--- config.mk ---
export PLATFORM = sky130hd
export DESIGN_NAME = ex_stage_exmem
export DESIGN_NICKNAME = d
export VERILOG_FILES = /design/src/rtl/ex_stage_exmem.sv
export SDC_FILE = /design/constraint.sdc
export NUM_CORES = 1
export LEC_CHECK = 0
export CAP_MARGIN = 20
export CELL_PAD_IN_SITES_DETAIL_PLACEMENT = 0
export CELL_PAD_IN_SITES_GLOBAL_PLACEMENT = 1
export CORE_MARGIN = 2
export CORE_UTILIZATION = 30
export DETAILED_ROUTE_END_ITERATION = 6
export DONT_BUFFER_PORTS = 1
export PLACE_DENSITY = 0.56
export SKIP_LAST_GASP = 1
export SLEW_MARGIN = 25
export SYNTH_ARGS = -nofsm -noshare
export SYNTH_HDL_FRONTEND = slang
export SYNTH_SLANG_ARGS = --single-unit
--- constraint.sdc ---
create_clock -name clk -period 1.73 [get_ports clk]
set_clock_uncertainty 0.2 [all_clocks]
set_input_delay 0.519 -clock clk [delete_from_list [all_inputs] [get_ports clk]]
set_output_delay 0.519 -clock clk [all_outputs]
set_load 0.01 [all_outputs]
--- src/rtl/ex_stage_exmem.sv ---
// Execute stage and EX/MEM pipeline register for the MIPS pipeline.
// It runs the ALU, computes the branch target and write register, and registers
// the result. It also drives pcsrc and branch_target back to fetch, and squashes
// the wrong-path instructions that follow a taken branch.
module ex_stage_exmem #(
    parameter int unsigned BUNDLE_W     = 144,
    parameter int unsigned EXMEM_W      = 107,
    parameter int unsigned FLUSH_CYCLES = 2
) (
    input  logic                clk,
    input  logic                reset,
    input  logic [BUNDLE_W-1:0] id_ex_bundle,
    input  logic                stall,
    output logic [EXMEM_W-1:0]  ex_mem_bundle,
    output logic                pcsrc,
    output logic [31:0]         branch_target
);

    localparam int unsigned   CNT_W      = $clog2(FLUSH_CYCLES) + 1;
    localparam logic [CNT_W-1:0] FLUSH_LOAD = CNT_W'(FLUSH_CYCLES - 1);

    localparam logic [1:0] ALUOP_ADD   = 2'b00;
    localparam logic [1:0] ALUOP_SUB   = 2'b01;
    localparam logic [1:0] ALUOP_FUNCT = 2'b10;
    localparam logic [1:0] ALUOP_AND   = 2'b11;

    localparam logic [5:0] FN_ADD = 6'h20;
    localparam logic [5:0] FN_SUB = 6'h22;
    localparam logic [5:0] FN_AND = 6'h24;
    localparam logic [5:0] FN_OR  = 6'h25;
    localparam logic [5:0] FN_NOR = 6'h27;
    localparam logic [5:0] FN_SLT = 6'h2A;

    // Decoded instruction as delivered by the ID/EX register.
    typedef struct packed {
        logic        regwrite;
        logic        memtoreg;
        logic        branch;
        logic        memread;
        logic        memwrite;
        logic        regdst;
        logic [1:0]  aluop;
        logic        alusrc;
        logic [31:0] npc;
        logic [31:0] rd1;
        logic [31:0] rd2;
        logic [15:0] imm16;
        logic [4:0]  rt;
        logic [4:0]  rd;
        logic [12:0] rsvd;
    } id_ex_t;

    // EX/MEM register contents.
    typedef struct packed {
        logic [1:0]  wb;
        logic [2:0]  m;
        logic [31:0] target;
        logic        zero;
        logic [31:0] alu_result;
        logic [31:0] rd2;
        logic [4:0]  write_reg;
    } ex_mem_t;

    id_ex_t            dec_c;
    logic              unused_rsvd_c;
    logic [31:0]       simm_c;
    logic [31:0]       op_b_c;
    logic [31:0]       alu_res_c;
    logic [31:0]       target_c;
    logic              zero_c;
    logic [4:0]        write_reg_c;
    logic              squash_c;

    ex_mem_t           ex_mem_d;
    ex_mem_t           ex_mem_q;
    logic [CNT_W-1:0]  flush_cnt_d;
    logic [CNT_W-1:0]  flush_cnt_q;

    assign dec_c         = id_ex_t'(id_ex_bundle);
    assign unused_rsvd_c = ^dec_c.rsvd;

    // Operand selection, branch target and destination register.
    always_comb begin
        simm_c      = {{16{dec_c.imm16[15]}}, dec_c.imm16};
        op_b_c      = dec_c.alusrc ? simm_c : dec_c.rd2;
        target_c    = dec_c.npc + {simm_c[29:0], 2'b00};
        write_reg_c = dec_c.regdst ? dec_c.rd : dec_c.rt;
    end

    // ALU; undefined funct codes produce 0.
    always_comb begin
        alu_res_c = '0;
        case (dec_c.aluop)
            ALUOP_ADD: alu_res_c = dec_c.rd1 + op_b_c;
            ALUOP_SUB: alu_res_c = dec_c.rd1 - op_b_c;
            ALUOP_AND: alu_res_c = dec_c.rd1 & op_b_c;
            ALUOP_FUNCT: begin
                case (dec_c.imm16[5:0])
                    FN_ADD:  alu_res_c = dec_c.rd1 + op_b_c;
                    FN_SUB:  alu_res_c = dec_c.rd1 - op_b_c;
                    FN_AND:  alu_res_c = dec_c.rd1 & op_b_c;
                    FN_OR:   alu_res_c = dec_c.rd1 | op_b_c;
                    FN_NOR:  alu_res_c = ~(dec_c.rd1 | op_b_c);
                    FN_SLT:  alu_res_c = 32'($signed(dec_c.rd1) < $signed(op_b_c));
                    default: alu_res_c = '0;
                endcase
            end
            default: alu_res_c = '0;
        endcase
        zero_c = (alu_res_c == '0);
    end

    // Outputs to MEM and fetch, taken straight from the register.
    assign ex_mem_bundle = ex_mem_q;
    assign pcsrc         = ex_mem_q.m[2] & ex_mem_q.zero;
    assign branch_target = ex_mem_q.target;
    assign squash_c      = pcsrc | (flush_cnt_q != '0);

    // Next-state: capture the new result unless stalled, and kill the control
    // fields of wrong-path instructions.
    always_comb begin
        ex_mem_d    = ex_mem_q;
        flush_cnt_d = flush_cnt_q;
        if (!stall) begin
            ex_mem_d.wb         = squash_c ? 2'b00 : {dec_c.regwrite, dec_c.memtoreg};
            ex_mem_d.m          = squash_c ? 3'b000
                                           : {dec_c.branch, dec_c.memread, dec_c.memwrite};
            ex_mem_d.target     = target_c;
            ex_mem_d.zero       = zero_c;
            ex_mem_d.alu_result = alu_res_c;
            ex_mem_d.rd2        = dec_c.rd2;
            ex_mem_d.write_reg  = write_reg_c;
            if (pcsrc) begin
                flush_cnt_d = FLUSH_LOAD;
            end else if (flush_cnt_q != '0) begin
                flush_cnt_d = flush_cnt_q - CNT_W'(1);
            end
        end
    end

    // State registers with asynchronous clear.
    always_ff @(posedge clk or negedge reset) begin
        if (!reset) begin
            ex_mem_q    <= '0;
            flush_cnt_q <= '0;
        end else begin
            ex_mem_q    <= ex_mem_d;
            flush_cnt_q <= flush_cnt_d;
        end
    end

endmodule

==> results of run 1 <==
stage by stage:
stage	TNS, ps	area [um2]	total power [mW]	hold WS, ps	utilization [%]
finish	-68600	18100	12.7	-374	45.6
global route	-74310	18100	13.5	-392	45.6
CTS	-64200	17500	12.4	-422	44.0
detailed placement	-95020	16100	9.22	29.1	40.4
global placement	-93820	16100	9.19	27.2	40.4
floorplan	-72820	12700	6.91	23.4	-
synthesized netlist by cell type, types with 5 or more instances:
cell type,n
a211o_1,6
a211oi_1,15
a21boi_0,9
a21o_1,30
a21oi_1,143
a221o_1,7
a221oi_1,10
a222oi_1,7
a22o_1,5
a2bb2oi_1,5
a31oi_1,13
and2_1,13
and3_1,9
buf_1,5
buf_2,9
buf_4,33
clkbuf_1,50
dfrtp_1,109
ha_1,140
inv_1,124
mux2_2,29
mux2i_1,24
nand2_1,156
nand2b_1,10
nand3_1,19
nand4_1,12
nor2_1,92
nor2b_1,19
nor3_1,13
nor4_1,6
o211a_1,6
o211ai_1,25
o21a_1,13
o21ai_0,136
o21ai_1,13
o221ai_1,6
o31a_1,6
o31ai_1,17
or3_1,7
xnor2_1,42
xor2_1,25
power by group through the flow:
stage | sequential [mW] | combinational (mW) | clock (mW)
2_1_floorplan | 3.46 | 3.45 | 0
3_3_place_gp | 3.68 | 5.50 | 0
3_5_place_dp | 3.69 | 5.53 | 0
4_1_cts | 3.64 | 6.21 | 2.51
5_1_grt | 3.70 | 7.20 | 2.58
6_report | 3.63 | 6.65 | 2.40
worst max-delay path: stages:
cell      delay, ps
mux2i_4         220
inv_2            90
ha_4            180
inv_2            50
fa_2            220
nand2b_4         60
a2111o_1        400
a21oi_4         220
a31o_1          200
a21oi_2          90
or2_1           250
a221oi_4        360
o21ai_2         100
a221oi_2        300
o21a_1          170
nand4_1         120
o41ai_2         280
cell type report:
class | instances | share of cell area [%]
antenna | 1 | 0.0138
clock buffer | 9 | 1.24
clock inverter | 7 | 0.566
inverter | 128 | 2.70
multi-input combinational | 1187 | 55.7
sequential | 109 | 15.0
tap | 525 | 3.62
timing repair buffer | 482 | 21.1
state kept, by name, summed over array words and instances, names as in the netlist:
signal / flops
ex_mem_bundle: 75
branch_target: 32
flush_cnt_q: 2
how the worst max path moves through the flow:
stage / start / endpoint / cells after the start
3_5_place_dp: id_ex_bundle[135] / ex_mem_bundle[69] / 16
2_1_floorplan: id_ex_bundle[135] / ex_mem_bundle[69] / 17
6_report: id_ex_bundle[135] / ex_mem_bundle[69] / 17
5_1_grt: id_ex_bundle[135] / ex_mem_bundle[69] / 17
3_3_place_gp: id_ex_bundle[135] / ex_mem_bundle[69] / 16
4_1_cts: id_ex_bundle[135] / ex_mem_bundle[69] / 19
kinds of logic after synthesis:
family                     Yosys count  share of synthesized area [%]
AOI/OAI and AO/OA                  539                           29.6
xor gates and xnor gates            67                           4.86
adders and majority gates          143                           15.0
buffers and inverters              227                           8.30
DFF                                109                           22.6
muxes                               53                           4.69
and+or+nand+nor                    385                           14.9
per-layer routing:
metal / vias to the layer above / part of all wire (%) / track usage, %
met4: 0 / 2.3 / 6.26
met5: - / 0 / 0
met1: 6246 / 46 / 33.5
met3: 56 / 6.0 / 5.15
met2: 341 / 46 / 39.2
li1: 6216 / - / -
repair_timing:
action                                 in CTS  in global routing
setup buffers                              35                 31
gates resized for setup                   170                105
pin swaps                                 110                 98
endpoints found under the hold margin     131                109
setup endpoints to repair                  58                 60
==> key figures, run 1 <==
Global route
  – GRT Total Usage: 24.5%
  – Total gr overflow: 0
  – Number of global-route vias before repair: roughly 13,000
  – First-pass GRT wire length: a little under 80,000 um
  – Initial antenna violation count: 1
  – Largest net degree at the start of global routing: 140

Floorplan
  – Die Ht: 205 um
  – Rows: 73
  – Io pins: roughly 290
  – Initial Util: between 30% and 40%
  – Die X: roughly 200 um
  – Die area: around 42,000 um2
  – Core area: 39,700 um2

Placement
  – Placed cell count: around 2,400
  – IO Port Bufs: 0
  – Final Wtd Congestion: 0.899
  – DP HPWL: roughly 42,000 um
  – Worst slack, placed: -2980 ps

CTS
  – Clock tree buffer depth: 2
  – Total CTS buffers: 9
  – Htree depth: 3
  – CTS tree: done
  – Clock root cell: clkbuf_16
  – Reg clk slew, reported paths: roughly 80 ps
  – Worst-Skew Late Latency: ~400 ps
  – Clk sinks: approximately 110
  – Post-CTS Hold Fix Bufs: 1

Synth
  – Area contributors post-synth: dfrtp_1 (23%), ha_1 (15%), a21oi_1 (5.9%)
  – Yosys warning count: 0
  – Syn avg cell area: about 7.9 um2
  – Synthesized instance count: around 1,500
  – Synth area leader: dfrtp_1
  – Post-synth net total: approximately 1,800
  – Top-area cell type share of the netlist area: approximately 23%
  – FF+latch count, synth: between 100 and 150
  – Share of the yosys chip area belonging to registers: a little under a quarter
  – EDFF count, synth: 0
  – FFs w/ async S/R, synth: between 90% and 100%
  – Synth Flop Type: dfrtp_1
  – Post-synth cell types: 96
  – Mapped cell area: about 12,000 um2

Setup path
  – Critical Path End Type: register
  – Critical Path AT: 3870 ps
  – R2r worst-path depth: 6
  – Crit-path max FO: 17
  – Setup slack, reg-to-reg: about 250 ps
  – Setup Crit Path Kind: in -> reg
  – Reg2reg start: flush_cnt_q[0]
  – R2R Path End: ex_mem_bundle[106]
  – Crit start category: primary input
  – Req. time, crit path: 1830 ps

Cells and area
  – Layout cell share with drive strength beyond 1: 40.8%
  – Seq. cell area: roughly 2700 um2
  – Fill cells: 3,948
  – Most common cell after layout, fill and taps aside: buf_4
  – Most frequent cells in the layout: buf_4 (435), nand2_1 (149), inv_1 (116)
  – Fin nets: between 2,000 and 2,500
  – Fin cells: between 2,000 and 2,500
  – Area Growth Syn to Fin: 50.1%
  – Footprint of the multi-input gates: 10,100 um2

Timing
  – Hold slack final: -374 ps
  – Endpoints failing hold: ~110
  – Fmax: around 260 MHz
  – Final WS setup: -2050 ps
  – RSZ-0062 raised after global routing: yes
  – Worst slew pin tran: between 600 and 700 ps
  – Max-slew violations: 0
  – Tmin final: between 3000 and 4000 ps
  – Final period util: 218%
  – Final number of setup-violating endpoints: 60
  – Max-slew headroom: between 50% and 60%

Routing
  – Post-route ant nets: 0
  – Total number of vias: 12,859
  – 1st-pass router iterations: 5
  – Remaining DRCs: 0
  – Via/cell ratio: 5.25
  – Wire length per cell: ~22 um
  – Drt initial violations: approximately 810
  – WL final: approximately 53,000 um

Status
  – Outcome: finished with violations
  – Failing checks: hold timing, setup timing

Power and ir drop
  – Cell Int Power: 7.56 mW
  – Sequential power share: between 20 and 30%
  – LEAKAGE: about 8.4 nW
  – Pwr/cell area: 699 nW/um2
  – Switching share of power: between 40% and 50%
  – Worst IR drop on VDD: between 0.5 and 0.6 mV
  – Switch Pwr: roughly 5.1 mW
  – Clk pwr share: a little under a fifth
  – Combinational share of power: a little over half

Run
  – Max-Cap Viols: 0

Worst hold path
  – Tightest Hold Check Type: in -> async
(Power assumes the default switching activity.)
==> run 2, diff against run 1 <==
Settings changed: ABC_AREA set to 1, GPL_ROUTABILITY_DRIVEN set to 0, PLACE_DENSITY 0.56 to 0.59.
==> run 2 against run 1 <==
The run still ends with hold timing, setup timing left. Global-route usage is 4.9 points higher. Combinational power is 22% higher. Via count is 37% higher. Critical endpoint unchanged. Critical path type unchanged. Fmax is 20% higher. Sequential share of layout area is 3.2 points lower. Clock power is 14% lower. Wire length is 37% higher. Cell area is 27% higher. Power is 8.3% higher. Largest power group unchanged. Flip-flop and latch count stayed put.
==> key figures, run 2 <==
Global route
  – Largest net degree at the start of global routing: about 130
  – Initial antenna violation count: 0
  – Total gr overflow: 0
  – First-pass GRT wire length: roughly 100,000 um
  – GRT Total Usage: between 20% and 30%
  – Number of global-route vias before repair: about 17,000

Timing
  – Hold slack final: -366 ps
  – Max-slew headroom: slightly above 70%
  – Worst slew pin tran: approximately 430 ps
  – Max-slew violations: 0
  – Final WS setup: -1420 ps
  – Tmin final: 3150 ps
  – Final number of setup-violating endpoints: 58
  – Fmax: around 320 MHz
  – Endpoints failing hold: approximately 110
  – Final period util: 182%
  – RSZ-0062 raised after global routing: yes

Placement
  – DP HPWL: approximately 58,000 um
  – IO Port Bufs: 0
  – Placed cell count: between 3,000 and 4,000

Synth
  – Most common cell in the netlist: nand2_1
  – Synth top cells by count: nand2_1 (775), inv_1 (307), nor2_1 (184)
  – Share of the yosys chip area belonging to registers: between 10% and 20%
  – Synthesized instance count: approximately 2,300
  – Area contributors post-synth: nand2_1 (21%), dfrtp_1 (20%), ha_1 (13%)
  – Synth Flop Type: dfrtp_1
  – Yosys warning count: 0
  – Post-synth net total: 2,585
  – FF+latch count, synth: around 110
  – Syn avg cell area: between 5 and 6 um2
  – Synth area leader: nand2_1
  – EDFF count, synth: 0
  – FFs w/ async S/R, synth: 100%
  – Mapped cell area: 13,700 um2
  – Post-synth cell types: 53
  – Top-area cell type share of the netlist area: around a fifth

Worst hold path
  – Tightest Hold Check Type: in -> async

Routing
  – Drt initial violations: approximately 1,500
  – Post-route ant nets: 0
  – 1st-pass router iterations: 5
  – Wire length per cell: between 20 and 25 um
  – Via/cell ratio: approximately 5.1
  – Remaining DRCs: 0
  – WL final: ~70,000 um
  – Total number of vias: 17,598

Floorplan
  – Io pins: 287
  – Rows: 78
  – Die Ht: between 200 and 250 um
  – Core area: 45,200 um2
  – Die X: 218 um
  – Initial Util: a little under a third
  – Die area: about 47,000 um2

CTS
  – Clock tree buffer depth: 2
  – Worst-Skew Late Latency: around 380 ps
  – Total CTS buffers: 9
  – Reg clk slew, reported paths: approximately 90 ps
  – CTS tree: done
  – Htree depth: 3
  – Clock root cell: clkbuf_16
  – Clk sinks: roughly 110

Setup path
  – Crit-path max FO: 24
  – Req. time, crit path: between 1500 and 2000 ps
  – Crit start category: primary input
  – Critical Path End Type: register
  – Setup Crit Path Kind: in -> reg
  – Critical Path AT: 3230 ps

Power and ir drop
  – Power, Total: around 14 mW
  – Pwr/cell area: 598 nW/um2
  – Worst IR drop on VDD: between 0.5 and 0.6 mV
  – LEAKAGE: around 11 nW

Status
  – Failing checks: hold timing, setup timing
  – Outcome: finished with violations

Cells and area
  – Max reg flops: 75
  – Most common cell after layout, fill and taps aside: nand2_1
  – Fill cells: about 4,400
  – Layout cell share with drive strength beyond 1: around 47%
  – Fin nets: 3,128
  – Antenna fix cells: 0
  – Area Growth Syn to Fin: 67.8%
  – Fin cells: ~3,400
  – Most frequent cells in the layout: nand2_1 (588), buf_4 (530), inv_1 (253)

Run
  – Max-Cap Viols: 0
==> run 2: cell count changes after synthesis, sizes merged, moves of 20 or more <==
cell   before  now
mux2       29    0
mux2i      24    0
xnor2      42    4
nand2     156  781
o31ai      20    0
inv       127  320
nand3      19  176
a21o       30    3
nor2       92  198
or2         7   29
==> run 2: worst max-delay path: stages <==
cell	delay (ps)
inv_16	30
buf_6	100
or2_4	230
o21ai_4	110
ha_4	260
buf_12	140
nor2_4	100
inv_2	60
buf_6	120
nor2_4	110
buf_4	120
buf_4	110
and3_4	180
nand2_2	60
buf_4	130
nand4_1	120
nand3_4	130
nand4_1	170
a21oi_2	50
buf_4	130
nand3_2	70
nor2_2	40
nand2_1	50
nand2_1	40
==> run 2: area by class of cell <==
class / instances / area [um2] / area share (%)
Multi-Input combinational cell: 1773 / 12700 / 55.5
Timing Repair Buffer: 623 / 5180 / 22.5
Sequential cell: 109 / 2730 / 11.9
Inverter: 321 / 1280 / 5.56
Tap cell: 600 / 751 / 3.27
Clock buffer: 9 / 225 / 0.981
Clock inverter: 7 / 55.1 / 0.240
Timing Repair inverter: 1 / 8.76 / 0.0381
==> run 2: layer usage <==
metal / track usage [%] / vias to the layer above / routed length [um]
met4: 9.06 / 0 / 2470
met3: 4.67 / 125 / 5480
met1: 38.5 / 8395 / 30600
li1: - / 8407 / -
met2: 49.5 / 671 / 33500
met5: 0 / - / 0
==> run 2: what timing repair did <==
item | 4_1_cts | 5_1_grt
pin swaps | 202 | 223
gates cloned | 1 | 0
hold endpoints to repair | 109 | 109
buffers inserted | 88 | 40
resized for setup | 464 | 304
setup endpoints to repair | 56 | 61
==> run 2: through the flow <==
stage	setup TNS, ps	instance area [um2]	setup slack (ps)	utilization [%]
final	-40570	23000	-1420	50.8
after global routing	-44400	23000	-1470	50.8
after CTS	-39120	21600	-1230	47.8
after detailed placement	-73260	18800	-2170	41.7
after global placement	-72380	18800	-2200	41.7
after floorplan	-38760	14700	-1190	-
==> run 2: path summary, 6_finish.rpt <==
| path | startpoint | end | slack (ps) | cells past startpoint |
|---|---|---|---|---|
| setup / recovery | id_ex_bundle[135] | ex_mem_bundle[69] | -1420 | 24 |
| hold / removal | reset | ex_mem_bundle[5] | -370 | 0 |
| setup reg to reg | flush_cnt_q[0] | flush_cnt_q[0] | 410 | 5 |
| hold reg to reg | ex_mem_bundle[18] | ex_mem_bundle[18] | 350 | 2 |
| max in group asynchronous | reset | ex_mem_bundle[44] | 1500 | 0 |
| min in group clk | id_ex_bundle[63] | ex_mem_bundle[29] | 50 | 2 |
==> run 2: cells by family (layout without fill, tap and decap cells) <==
group                    Yosys count  count (layout)  synth area share (%)
AND/OR/NAND/NOR                 1244            1244                  37.9
buffers and inverters            413             961                  12.9
AO/OA/AOI/OAI                    373             373                  15.2
adder cells (fa/ha/maj)          143             143                  13.2
flip-flops                       109             109                  19.9
XOR/XNOR                          13              13                 0.832
==> run 2: power breakdown <==
| part | leakage (nW) | switching (mW) | internal [mW] |
|---|---|---|---|
| combinational | 9.92 | 4.38 | 3.75 |
| clock | 0.143 | 1.06 | 1.00 |
| sequential | 1.33 | 0.627 | 2.91 |
==> run 3, diff against run 2 <==
Settings changed: CELL_PAD_IN_SITES_DETAIL_PLACEMENT 0 to 1, PLACE_DENSITY 0.59 to 0.61.
==> run 3 against run 2 <==
The run still ends with hold timing, setup timing left. Sequential share of layout area fell by 0.35 points. Critical endpoint unchanged. Non-clock buffer count decreased by 8. Sequential power is essentially flat. Cell area grew 3.0%. Power rose by 5.4%. Die area is the same. Via count increased by 6.0%. Combinational power up 8.2%. Critical path type unchanged. Hold slack lost 2.4 ps. Final cell count fell by 0.20%.
==> key figures, run 3 (synthesis results as in run 2) <==
Floorplan
  – Initial Util: a little over 30%
  – Die X: 218 um
  – Die Ht: about 220 um
  – Rows: slightly below 80
  – Io pins: around 290
  – Core area: between 40,000 and 50,000 um2
  – Die area: ~47,000 um2

Routing
  – 1st-pass router iterations: 5
  – Via/cell ratio: about 5.4
  – Remaining DRCs: 0
  – WL final: 81,700 um
  – Drt initial violations: 1,280
  – Wire length per cell: about 24 um
  – Post-route ant nets: 0
  – Total number of vias: ~19,000

Global route
  – Number of global-route vias before repair: 19,482
  – GRT Total Usage: between 30% and 40%
  – Initial antenna violation count: 0
  – First-pass GRT wire length: 116,000 um
  – Total gr overflow: 0
  – Largest net degree at the start of global routing: 131

Power and ir drop
  – Power, Total: roughly 14 mW
  – Combinational share of power: between 60% and 70%
  – Worst IR drop on VDD: 0.598 mV
  – LEAKAGE: ~11 nW
  – Sequential power share: between 20% and 30%
  – Cell Int Power: a little under 8 mW
  – Pwr/cell area: 612 nW/um2
  – Switching share of power: between 40% and 50%
  – Clk pwr share: 14.8%
  – Switch Pwr: about 6.7 mW

Setup path
  – Critical Path AT: between 3000 and 4000 ps
  – Crit path max-delay family: simple AND/OR/NAND/NOR gates
  – Req. time, crit path: about 1900 ps
  – CP cell instances: nand2_8, clkinv_8, buf_6, a21oi_4, ha_4, buf_6, inv_4, a21oi_4, o21bai_4, a21oi_2, nand3_2, nand2_2, nand3_2, nand2_2, nand3_4, nand2_2, nand2_1, nor2_2, nand3_1, nor2_2, nand2_1, nand2_1
  – Buf/Inv on CP: 4
  – Critical Path End Type: register
  – Crit start category: primary input
  – Crit-path max FO: 24
  – Setup Crit Path Kind: in -> reg
  – Max incr delay on CP: approximately 300 ps
  – Slowest CP cell: ha_4

Worst hold path
  – Tightest Hold Check Type: in -> async

CTS
  – Total CTS buffers: 9
  – Clock tree buffer depth: 2
  – Reg clk slew, reported paths: around 90 ps
  – Clk sinks: 109
  – Worst-Skew Late Latency: around 380 ps
  – Htree depth: 3
  – CTS tree: done
  – Clock root cell: clkbuf_16

Cells and area
  – Design Area, Final: around 24,000 um2
  – Fin cells: approximately 3,400
  – Layout cell share with drive strength beyond 1: 51.7%
  – Antenna fix cells: 0
  – Footprint of the multi-input gates: between 10,000 and 15,000 um2
  – Most frequent cells in the layout: nand2_1 (548), buf_4 (502), inv_1 (226)
  – Seq. cell area: 2730 um2
  – Fill cells: 5,582
  – Max reg flops: 75
  – Most common cell after layout, fill and taps aside: nand2_1
  – Fin nets: about 3,100
  – Area Growth Syn to Fin: 72.9%

Placement
  – Dpl cell area: about 19,000 um2
  – IO Port Bufs: 0
  – DP HPWL: between 60,000 and 70,000 um
  – Placed cell count: 3,317
  – Worst slack, placed: -2070 ps

Timing
  – Endpoints failing hold: 109
  – Max-slew violations: 0
  – Final WS setup: -1380 ps
  – Fmax: 322 MHz
  – Final period util: 180%
  – Hold slack final: -369 ps
  – Worst slew pin tran: about 460 ps
  – Max-slew headroom: between 60% and 70%
  – Tmin final: 3110 ps
  – Final number of setup-violating endpoints: just under 60
  – Final TNS setup: -40,480 ps
  – RSZ-0062 raised after global routing: yes

Status
  – Outcome: finished with violations
  – Failing checks: hold timing, setup timing

Run
  – Max-Cap Viols: 0
==> run 3: cell types whose count changed in the layout (fill, tap and decap cells not counted), sizes merged <==
cell      delta
buf          -8
clkinv       -2
clkinvlp     +1
inv          +2
==> run 3: power by group through the flow <==
stage	registers (mW)	clock network [mW]	logic (mW)
finish	3.53	2.15	8.81
global route	3.59	2.27	9.34
CTS	3.53	2.19	7.64
detailed placement	3.58	0	6.20
global placement	3.57	0	6.00
floorplan	3.34	0	3.58
==> run 3: path summary, 6_finish.rpt <==
check                                        from                 to  slack, ps  depth (start not counted)
worst max-delay path            id_ex_bundle[135]  ex_mem_bundle[69]      -1380                         22
worst min-delay path                        reset  branch_target[20]       -370                          0
worst max register to register     flush_cnt_q[0]     flush_cnt_q[0]        380                          5
worst min register to register  ex_mem_bundle[15]  ex_mem_bundle[15]        350                          2
max in group asynchronous                   reset  ex_mem_bundle[68]       1510                          0
min in group clk                id_ex_bundle[103]   branch_target[0]         40                          2
==> run 3: through the flow <==
stage / hold slack (ps) / utilization (%)
global placement: 25.6 / 41.5
floorplan: 23.4 / -
global route: -379 / 52.4
detailed placement: 25.7 / 41.5
finish: -369 / 52.4
CTS: -381 / 48.8
==> run 3: repair_timing <==
item	CTS	global route
buffers inserted	77	59
gates resized for setup	647	334
cloned	3	0
endpoints found under the setup margin	57	59
pin swaps	263	211
hold endpoints to repair	109	109
==> run 3: area by class of cell <==
class	instances	share of cell area [%]
Sequential cell	109	11.5
Timing Repair Buffer	615	22.0
Tap cell	600	3.17
Clock buffer	9	0.952
Timing Repair inverter	2	0.116
Inverter	321	5.40
Clock inverter	7	0.233
Multi-Input combinational cell	1773	56.6
==> run 3: per-layer routing <==
layer	GRT usage (%)	wire length [um]	up-vias
met2	55.6	39100	722
met4	11.9	4150	0
met1	39.7	33300	9324
met3	5.20	5180	227
met5	0	0	-
li1	-	-	8388
==> run 3: worst register-to-register path, delay by kind of cell (launching register included) <==
kind	cells	cell delay, ps
fa+ha+maj	1	200
flops	1	330
compound gates	3	480
buf+inv	1	60
